==> config.mk <==
export PLATFORM = sky130hd
export DESIGN_NAME = alarm_controller
export DESIGN_NICKNAME = d
export VERILOG_FILES = /design/src/rtl/alarm_clock_pkg.sv /design/src/rtl/alarm_controller_timeout_counter.sv /design/src/rtl/alarm_controller.sv
export SDC_FILE = /design/constraint.sdc
export NUM_CORES = 1
export LEC_CHECK = 0
export ABC_AREA = 1
export BUFFER_PORTS_ARGS = -buffer_cell sky130_fd_sc_hd__buf_4
export CAP_MARGIN = 20
export CORE_UTILIZATION = 25
export DETAILED_ROUTE_END_ITERATION = 8
export SLEW_MARGIN = 15
export SYNTH_ARGS = -nofsm -noshare
export SYNTH_HDL_FRONTEND = slang
export SYNTH_SLANG_ARGS = --single-unit
==> constraint.sdc <==
create_clock -name clk -period 1.3 [get_ports clk]
set_input_delay 0.325 -clock clk [delete_from_list [all_inputs] [get_ports clk]]
set_output_delay 0.325 -clock clk [all_outputs]
set_load 0.1 [all_outputs]
==> src/rtl/alarm_clock_pkg.sv <==
// alarm_clock_pkg: shared state encodings and key constants for the alarm clock
package alarm_clock_pkg;
    localparam int KEY_W = 4;
    localparam logic [KEY_W-1:0] NOKEY_DEFAULT = 4'hA;
    localparam logic [2:0] SHOW_TIME        = 3'd0;
    localparam logic [2:0] KEY_STORED       = 3'd1;
    localparam logic [2:0] KEY_WAITED       = 3'd2;
    localparam logic [2:0] KEY_ENTRY        = 3'd3;
    localparam logic [2:0] SHOW_ALARM       = 3'd4;
    localparam logic [2:0] SET_ALARM_TIME   = 3'd5;
    localparam logic [2:0] SET_CURRENT_TIME = 3'd6;
endpackage

==> src/rtl/alarm_controller_timeout_counter.sv <==
// timeout_counter: counts one_sec ticks during key entry and flags the expiring tick
module timeout_counter #(
    parameter int unsigned TIMEOUT_SECS = 10
) (
    input  logic clk,
    input  logic reset,
    input  logic clear,
    input  logic tick,
    output logic expired
);
    logic [3:0] count;
    always_ff @(posedge clk)
        if (!reset || clear) count <= 4'd0;
        else if (tick) count <= count + 4'd1;
    assign expired = tick && count == 4'(TIMEOUT_SECS - 1);
endmodule

==> src/rtl/alarm_controller.sv <==
// alarm_controller: main FSM sequencing key entry, alarm/time loads and display selection
module alarm_controller
    import alarm_clock_pkg::*;
#(
    parameter int unsigned TIMEOUT_SECS = 10,
    parameter logic [KEY_W-1:0] NOKEY = NOKEY_DEFAULT
) (
    input  logic clk,
    input  logic reset,
    input  logic one_sec,
    input  logic [KEY_W-1:0] key,
    input  logic alarm_button,
    input  logic time_button,
    output logic shift,
    output logic show_new_time,
    output logic show_a,
    output logic load_alt,
    output logic load_new_c,
    output logic reset_count
);
    logic [2:0] state, next_state;
    logic entering, expired, has_key;
    assign has_key = key != NOKEY;
    assign entering = state == KEY_WAITED || state == KEY_ENTRY;
    timeout_counter #(.TIMEOUT_SECS(TIMEOUT_SECS)) u_timeout (
        .clk(clk),
        .reset(reset),
        .clear(!entering),
        .tick(one_sec),
        .expired(expired)
    );
    always_comb begin
        next_state = SHOW_TIME;
        case (state)
            SHOW_TIME:  next_state = alarm_button ? SHOW_ALARM : has_key ? KEY_STORED : SHOW_TIME;
            KEY_STORED: next_state = KEY_WAITED;
            KEY_WAITED: next_state = expired ? SHOW_TIME : !has_key ? KEY_ENTRY : KEY_WAITED;
            KEY_ENTRY:  next_state = alarm_button ? SET_ALARM_TIME :
                                     time_button  ? SET_CURRENT_TIME :
                                     has_key      ? KEY_STORED :
                                     expired      ? SHOW_TIME : KEY_ENTRY;
            SHOW_ALARM: next_state = alarm_button ? SHOW_ALARM : SHOW_TIME;
            default:    next_state = SHOW_TIME;
        endcase
    end
    always_ff @(posedge clk)
        if (!reset) state <= SHOW_TIME;
        else state <= next_state;
    assign shift         = state == KEY_STORED;
    assign show_new_time = entering;
    assign show_a        = state == SHOW_ALARM;
    assign load_alt      = state == SET_ALARM_TIME;
    assign load_new_c    = state == SET_CURRENT_TIME;
    assign reset_count   = state == SET_CURRENT_TIME;
endmodule

==> flow_summary.toml, run 1 <==
[yosys]
synth_cell_type_count = 21
synth_warnings = 0
synth_area_um2 = 475
synth.area.mux_share = 0.0211
syn_inst = 72
synth_area_per_cell_um2 = 6.60
yosysSeqAreaShare = 0.295
ys_ff_latch = 7
synth-adder-area-share = 0.0526
synth_compound_area_frac = 0.0711
synth_nets = 83
synth-simple-area-share = 0.389
synth-xor-area-share = 0.0368
synth_top_family_by_area = "simple AND/OR/NAND/NOR gates"

[timing]
hold_slack_ns = 0.342
fmax_mhz = 672
setup_viol = 6
relSlewSlack = 0.825
post-route-period-util = 1.14
skew_ns = 0.00188
hold_violations = 0
final_max_slew_viol_count = 0
rsz0062_at_grt = "true"
period_minus_slack_ns = 1.49
setup_tns_ns = -0.884
fin_ws_ns = -0.187
worst_pin_slew_ns = 0.262

[die]
rows = 15
die_w_um = 45.6
fp.dieArea_mm2 = 0.00208
ios = 15
initial_utilization = 0.272
core-area_mm2 = 0.00175
die_y_um = 45.6

[detailed_routing]
dr.max_layer_used = "met3"
ant_nets = 0
wl_per_cell_um = 9.03
via_per_inst = 4.22
drt_iter0_drc = 6
drt_pass1_iterations = 4
route.met3.wl_um = 39
vias = 519
routed_wl_um = 1110
dr_wl_met2_um = 614
route.detailed.drc = 0
wl_met1_um = 457

[placement]
dpl_cell_area_um2 = 668
io_buffers = 14
place.gp.congestion = 0.748
dp_hpwl_um = 851

[clock_tree]
numClockSinks = 7
htreeDepth = 1
cts_buffer_depth = 2
cts_tree = "yes"
clk_latency_ns = 0.25
cts_root_buffer = "clkbuf_4"
cts_buffers = 3
holdBufCountCts = 0
path_clk_slew_ns = 0.05

[outcome]
violations = "setup timing"
outcome = "finished with violations"

[grt]
grt_pass1_vias = 476
grt_max_degree = 7
grt_use_total = 0.122
antenna_found_initial = 0
grt_pass1_wl_um = 1810
overflow = 0

[layout]
final_layout_size_suffix_gt1_frac = 0.429
layout.nets = 110
syn2layout_area_growth_pct = 78.9
antennaDiodeCount = 0
fin_area_um2 = 851

[worst_setup_path]
worstPathArrival_ns = 1.16
cp-startpoint = "state[1]$_SDFF_PN0_"
cp.required_ns = 0.98
reg2reg_from = "state[1]$_SDFF_PN0_"
worstSetupPathType = "flip-flop to output pin"
start_kind = "flip-flop"
crit_fanout = 4
worstSetupEndpointType = "output pin"

[power]
peakVddDrop_uv = 765
powerDensity_mw_per_mm2 = 830
p_leak_uw = 0.000388

[run]
max_cap_violations = 0

[min_path]
hold_start = "reset"
worstHoldPathType = "input pin to flip-flop"
-- state kept, by name, indices dropped and copies added, names as in the netlist --
name and cells:
u_timeout.count 4, state 3
-- per-layer routing --
layer	GRT usage	vias up
li1	-	274
met4	0.0182	0
met3	0.0476	0
met5	0	-
met2	0.231	12
met1	0.127	233
-- area by class of cell --
cell class	instances	area (um^2)
inverter	15	68.8
fill	173	895
sequential	7	151
clock buffer	4	26.3
tap	25	31.3
multi-input combinational	49	313
timing repair buffer	23	260
-- metrics by stage --
| step | total power (uW) | instances | util | setup slack (ns) |
|---|---|---|---|---|
| CTS | 695 | 119 | 0.466 | -0.197 |
| floorplan | 394 | 72 | - | -0.578 |
| global placement | 445 | 112 | 0.383 | 0.0334 |
| finish | 706 | 123 | 0.487 | -0.187 |
| detailed placement | 447 | 112 | 0.383 | 0.00939 |
| global route | 754 | 123 | 0.487 | -0.262 |
-- worst max-delay path, stage by stage, from the launching register on --
cell,delay [ns]
dfxtp_4,0.38
inv_6,0.05
nor3_4,0.27
buf_12,0.21
-- layout by cell type, fill, tap and decap left out --
master | synthesis | layout
inv_1 | 12 | 12
inv_4 | 0 | 1
ha_1 | 2 | 2
a21oi_1 | 3 | 3
o21ai_1 | 1 | 1
buf_12 | 0 | 7
nand3_1 | 4 | 4
mux2i_1 | 1 | 1
nand2_1 | 18 | 18
nand2_2 | 2 | 2
buf_4 | 1 | 16
xor2_1 | 1 | 1
inv_6 | 0 | 2
dfxtp_1 | 7 | 4
xnor2_1 | 1 | 1
nor2_4 | 0 | 2
clkbuf_1 | 0 | 1
nor3_4 | 1 | 4
nand4_1 | 1 | 1
clkbuf_4 | 0 | 3
a21oi_2 | 1 | 1
nor3_2 | 2 | 1
o21ai_0 | 1 | 1
nor2_1 | 7 | 6
dfxtp_4 | 0 | 3
-- timing repair --
item                                    in CTS  in global routing
endpoints found under the setup margin       6                  6
setup buffers                                3                  4
gates resized for setup                     22                  2
pin swaps                                    2                  1
-- final timing paths --
kind | end | depth (start not counted) | slack, ns
worst min-delay path | state[0]$_SDFF_PN0_ | 3 | 0.34
worst max-delay path | reset_count | 3 | -0.19
worst max register to register | state[1]$_SDFF_PN0_ | 6 | 0.13
worst min register to register | u_timeout.count[3]$_SDFFE_PP0P_ | 2 | 0.57
-- report_power, final --
group	internal (uW)	switching, uW
combinational	117	156
sequential	224	18.4
clock	117	74.4
total	457	248
-- cells by family (layout without fill, tap and decap cells) --
logic type | Yosys count | count (layout)
compound gates | 6 | 6
xor+xnor | 2 | 2
fa+ha+maj | 2 | 2
buf+inv | 16 | 42
flops | 7 | 7
mux | 1 | 1
simple gates | 38 | 38
-- synthesized netlist by cell type --
library cell / n / share of area
nand3_1: 4 / 0.042
mux2i_1: 1 / 0.021
xnor2_1: 1 / 0.018
dfxtp_1: 7 / 0.29
nand2_2: 2 / 0.026
a21oi_2: 1 / 0.018
inv_1: 12 / 0.095
nor2_1: 7 / 0.055
nor3_4: 1 / 0.034
nand2_1: 18 / 0.14
nor3_2: 2 / 0.042
inv_2: 3 / 0.024
nor3_1: 2 / 0.021
ha_1: 2 / 0.053
o21ai_1: 1 / 0.011
a21oi_1: 3 / 0.032
buf_4: 1 / 0.016
o21ai_0: 1 / 0.011
nand4_1: 1 / 0.013
xor2_1: 1 / 0.018
nor2_2: 1 / 0.013
Note: power is estimated with default switching activity, not from simulation.
==> inputs of run 2 (changes only) <==
--- a/config.mk
+++ b/config.mk
@@ -10,6 +10,7 @@
 export CAP_MARGIN = 20
 export CORE_UTILIZATION = 25
 export DETAILED_ROUTE_END_ITERATION = 8
+export GPL_TIMING_DRIVEN = 0
 export SLEW_MARGIN = 15
 export SYNTH_ARGS = -nofsm -noshare
 export SYNTH_HDL_FRONTEND = slang
==> run 2 against run 1 <==
  * Worst setup slack worse by 0.027 ns
  * The flow still finishes with violations (setup timing)
  * Sequential power about the same
  * Wire length up 3.6%
  * Non-clock buffer count unchanged
  * Sequential cell count unchanged
  * Total power up 1.5%
  * Critical path type unchanged
  * Fmax down 1.8%
  * Via count down 0.39%
  * Clock power about the same
  * Combinational power up 4%
==> flow_summary.toml, run 2 (synthesis gave the netlist of run 1 again) <==
[outcome]
outcome = "finished with violations"
violations = "setup timing"

[grt]
grt_pass1_vias = 496
antenna_found_initial = 0
grt_pass1_wl_um = 1990
grt_use_total = 0.132
overflow = 0
grt_max_degree = 7

[worst_setup_path]
worstSetupPathType = "flip-flop to output pin"
cp_common_cell = "buf_12"
crit_chain = "inv_6, nor3_4, buf_12, buf_12"
cp_slowest_cell = "dfxtp_4"
start_kind = "flip-flop"
worstSetupEndpointType = "output pin"
worstPathArrival_ns = 1.19
cp_top_family = "flip-flops"
crit_fanout = 3
cp_slowest_stage_delay_ns = 0.38
cp.required_ns = 0.98
worst-path-buf-inv = 3

[detailed_routing]
wl_per_cell_um = 9.36
via_per_inst = 4.20
drt_iter0_drc = 19
drt_pass1_iterations = 4
route.detailed.drc = 0
ant_nets = 0
vias = 517
routed_wl_um = 1150

[timing]
fin_ws_ns = -0.214
post-route-period-util = 1.16
setup_viol = 6
fmax_mhz = 660
hold_slack_ns = 0.352
rsz0062_at_grt = "true"
skew_ns = 0.00155
relSlewSlack = 0.851
hold_violations = 0
final_max_slew_viol_count = 0
worst_pin_slew_ns = 0.223
period_minus_slack_ns = 1.51

[die]
fp.dieArea_mm2 = 0.00208
die_w_um = 45.6
core-area_mm2 = 0.00175
initial_utilization = 0.272
ios = 15
die_y_um = 45.6
rows = 15

[placement]
dpl.cell_count = 111
io_buffers = 14
dp_hpwl_um = 780
place.gp.congestion = 0.751
dpl_cell_area_um2 = 673

[run]
max_cap_violations = 0

[power]
total_power_uw = 717
peakVddDrop_uv = 641
internal_power_uw = 463
p_switching_uw = 254
p_seq_frac = 0.335
pwr-share-clk = 0.270
p_sw_frac = 0.354
combPwrFrac = 0.395
p_leak_uw = 0.000399
powerDensity_mw_per_mm2 = 824

[layout]
fin_area_um2 = 870
largest-register = "u_timeout.count"
antennaDiodeCount = 0
layout.nets = 110
final_cell_mix = "nand2_1, buf_4, inv_1, buf_12, nor2_1"
syn2layout_area_growth_pct = 82.9
nFillCells = 172
reg_top3 = "u_timeout.count: 4 flops, state: 3 flops"
final_layout_size_suffix_gt1_frac = 0.429
final_common_cell = "nand2_1"
instances_no_fill = 123
largest_reg_flops = 4

[clock_tree]
clk_latency_ns = 0.24
htreeDepth = 1
holdBufCountCts = 0
path_clk_slew_ns = 0.05
cts_buffers = 3
numClockSinks = 7
cts_buffer_depth = 2
cts_tree = "yes"
cts_root_buffer = "clkbuf_4"

[min_path]
worstHoldPathType = "input pin to flip-flop"
## run 2: cell counts in the layout (fill, tap and decap cells not counted)
Identical to the previous run, type by type.
## run 2: final timing paths
path | end | slack, ns | start | cells after the start
worst max-delay path | reset_count | -0.21 | state[1]$_SDFF_PN0_ | 4
worst min-delay path | state[0]$_SDFF_PN0_ | 0.35 | reset | 3
worst max register to register | state[0]$_SDFF_PN0_ | 0.12 | state[1]$_SDFF_PN0_ | 8
worst min register to register | u_timeout.count[0]$_SDFFE_PP0P_ | 0.52 | u_timeout.count[0]$_SDFFE_PP0P_ | 2
## run 2: through the flow
step           setup slack [ns]  setup TNS, ns   util
2_1_floorplan            -0.578          -3.68      -
3_3_place_gp            -0.0754         -0.210  0.386
4_1_cts                  -0.222         -0.920  0.472
5_1_grt                  -0.279          -1.33  0.498
6_report                 -0.214          -1.00  0.498
3_5_place_dp            -0.0884         -0.260  0.386
## run 2: power by group through the flow
stage / Clock, uW / Sequential (uW) / Combinational (uW)
after floorplan: 0 / 247 / 148
after detailed placement: 0 / 249 / 194
after global placement: 0 / 249 / 193
after global routing: 215 / 241 / 303
after CTS: 199 / 241 / 254
final: 193 / 240 / 283
## run 2: metal layers
layer | share of wire | global-route usage | vias to the layer above
met5 | 0 | 0 | -
met4 | 0 | 0 | 0
met3 | 0.049 | 0.0516 | 0
met2 | 0.56 | 0.237 | 16
met1 | 0.39 | 0.155 | 227
li1 | - | - | 274
## run 2: worst register-to-register path: cells and delay by family, from the launching register on
kind,cells,cell delay (ns)
simple gates,3,0.26
buf+inv,4,0.35
flops,1,0.38
compound gates,1,0.13
## run 2: area by class of cell
| type | instances | area [um^2] | share of cell area |
|---|---|---|---|
| clock buffer | 4 | 26.3 | 0.0302 |
| buffer | 1 | 20.0 | 0.0230 |
| multi-input combinational | 49 | 318 | 0.365 |
| inverter | 15 | 66.3 | 0.0763 |
| tap | 25 | 31.3 | 0.0360 |
| sequential | 7 | 151 | 0.174 |
| timing repair buffer | 22 | 256 | 0.295 |
## run 2: repair_timing
item,4_1_cts,5_1_grt
hold endpoints to repair,0,0
buffers inserted,5,3
pin swaps,3,2
endpoints found under the setup margin,6,6
gates resized for setup,20,2
==> inputs of run 3 (changes only) <==
--- a/config.mk
+++ b/config.mk
@@ -8,9 +8,11 @@
 export ABC_AREA = 1
 export BUFFER_PORTS_ARGS = -buffer_cell sky130_fd_sc_hd__buf_4
 export CAP_MARGIN = 20
-export CORE_UTILIZATION = 25
+export CORE_AREA = 2 2 39 41
 export DETAILED_ROUTE_END_ITERATION = 8
+export DIE_AREA = 0 0 41 43
 export GPL_TIMING_DRIVEN = 0
+export HOLD_SLACK_MARGIN = 0.06
 export SLEW_MARGIN = 15
 export SYNTH_ARGS = -nofsm -noshare
 export SYNTH_HDL_FRONTEND = slang
==> run 3 against run 2 <==
  * The run still ends with setup timing left
  * Sequential cell count unchanged
  * Cell count decreased by 8.1%
  * Register-to-register slack improved by 0.05 ns
  * Largest cell class unchanged
  * Final area decreased by 4.9%
  * Wire length decreased by 8.0%
  * Critical path depth unchanged
  * Global-route usage increased by 2.2 points
  * Non-clock buffer count decreased by 1
  * Clock skew about the same
  * Sequential share of layout area increased by 0.90 points
  * Die area decreased by 15%
==> flow_summary.toml, run 3 (synthesis gave the netlist of run 1 again) <==
[timing]
fin_ws_ns = -0.191
setup_viol = 6
post-route-period-util = 1.15
fmax_mhz = 671
skew_ns = 0.00107
final_max_slew_viol_count = 0
relSlewSlack = 0.855
worst_pin_slew_ns = 0.217
rsz0062_at_grt = "true"
period_minus_slack_ns = 1.49
hold_violations = 0

[grt]
grt_pass1_vias = 487
grt_use_total = 0.154
antenna_found_initial = 0
overflow = 0
grt_pass1_wl_um = 1860
grt_max_degree = 7

[placement]
dpl.cell_count = 102
pre_cts_ws_ns = -0.0845
place.gp.congestion = 0.694
io_buffers = 14
dp_hpwl_um = 772

[worst_setup_path]
worstSetupEndpointType = "output pin"
cp.required_ns = 0.98
worstPathArrival_ns = 1.17
start_kind = "flip-flop"
crit_chain = "inv_6, nor3_4, buf_12, buf_12"
crit_fanout = 3
cp_slowest_cell = "dfxtp_4"
worstSetupPathType = "flip-flop to output pin"
cp_slowest_stage_delay_ns = 0.36
cp_common_cell = "buf_12"

[run]
max_cap_violations = 0

[clock_tree]
cts_tree = "yes"
cts_root_buffer = "clkbuf_4"
cts_buffer_depth = 2
htreeDepth = 1
path_clk_slew_ns = 0.05
cts_buffers = 3
clk_latency_ns = 0.24
numClockSinks = 7
holdBufCountCts = 0

[layout]
nFillCells = 132
antennaDiodeCount = 0
syn2layout_area_growth_pct = 73.9
multiInputGateArea_um2 = 313
instances_no_fill = 113
final_common_cell = "nand2_1"
final_layout_size_suffix_gt1_frac = 0.423
final_cell_mix = "nand2_1, buf_4, inv_1, nor2_1, buf_12"
largest_reg_flops = 4
layout.nets = 109
largest-register = "u_timeout.count"
reg_top3 = "u_timeout.count: 4 flops, state: 3 flops"
seqCellArea_um2 = 151

[die]
initial_utilization = 0.344
die_y_um = 43
rows = 14
ios = 15
die_w_um = 41
core-area_mm2 = 0.00138
fp.dieArea_mm2 = 0.00176

[detailed_routing]
route.detailed.drc = 0
vias = 513
wl_per_cell_um = 9.37
via_per_inst = 4.54
drt_iter0_drc = 11
ant_nets = 0
drt_pass1_iterations = 4
routed_wl_um = 1060

[power]
peakVddDrop_uv = 498
p_leak_uw = 0.000384
powerDensity_mw_per_mm2 = 844

[outcome]
outcome = "finished with violations"
violations = "setup timing"

[min_path]
worstHoldPathType = "input pin to flip-flop"
[run 3: worst paths after layout]
| path | start | endpoint | slack (ns) | cells past startpoint |
|---|---|---|---|---|
| max reg2reg | state[1]$_SDFF_PN0_ | u_timeout.count[0]$_SDFFE_PP0P_ | 0.17 | 8 |
| min | reset | state[0]$_SDFF_PN0_ | 0.34 | 3 |
| max | state[2]$_SDFF_PN0_ | reset_count | -0.19 | 4 |
| min reg2reg | u_timeout.count[0]$_SDFFE_PP0P_ | u_timeout.count[0]$_SDFFE_PP0P_ | 0.52 | 2 |
[run 3: layout make-up]
type | count | share of cell area
Multi-Input combinational cell | 49 | 0.378
Timing Repair Buffer | 21 | 0.275
Sequential cell | 7 | 0.183
Inverter | 15 | 0.0832
Clock buffer | 4 | 0.0318
Buffer | 1 | 0.0242
Tap cell | 16 | 0.0242
[run 3: power breakdown]
| group | internal (uW) | total (uW) | switching (uW) | leakage (uW) |
|---|---|---|---|---|
| combinational | 108 | 264 | 156 | 0.000310 |
| clock | 117 | 194 | 76.8 | 0.0000150 |
| sequential | 224 | 240 | 16.1 | 0.0000590 |
| total | 449 | 698 | 249 | 0.000384 |
[run 3: worst max-delay path: cells and delay by family, from the launching register on]
family	cells	cell delay, ns
flip-flops	1	0.36
AND/OR/NAND/NOR	1	0.22
buffers and inverters	3	0.33
[run 3: timing repair]
| action | CTS | global route |
|---|---|---|
| endpoints found under the hold margin | 0 | 0 |
| pin swaps | 3 | 2 |
| resized for setup | 21 | 2 |
| endpoints found under the setup margin | 6 | 6 |
| buffers inserted | 6 | 1 |
| cloned | 0 | 0 |
[run 3: through the flow]
step / hold WS (ns) / area, um^2 / setup TNS (ns) / power, uW / util
floorplan: 0.456 / 537 / -3.68 / 394 / -
global placement: 0.516 / 662 / -0.251 / 442 / 0.478
detailed placement: 0.519 / 662 / -0.227 / 442 / 0.478
CTS: 0.332 / 813 / -0.927 / 701 / 0.588
global route: 0.342 / 827 / -1.15 / 739 / 0.598
finish: 0.336 / 827 / -0.879 / 698 / 0.598
[run 3: per-layer routing]
layer  part of all wire  wire length [um]  global-route usage  up-vias
li1                   -                 -                   -      275
met4                  0                 0              0.0600        0
met5                  0                 0                   0        -
met2               0.54               572               0.259        8
met3              0.037                39              0.0314        0
met1               0.42               446               0.177      230
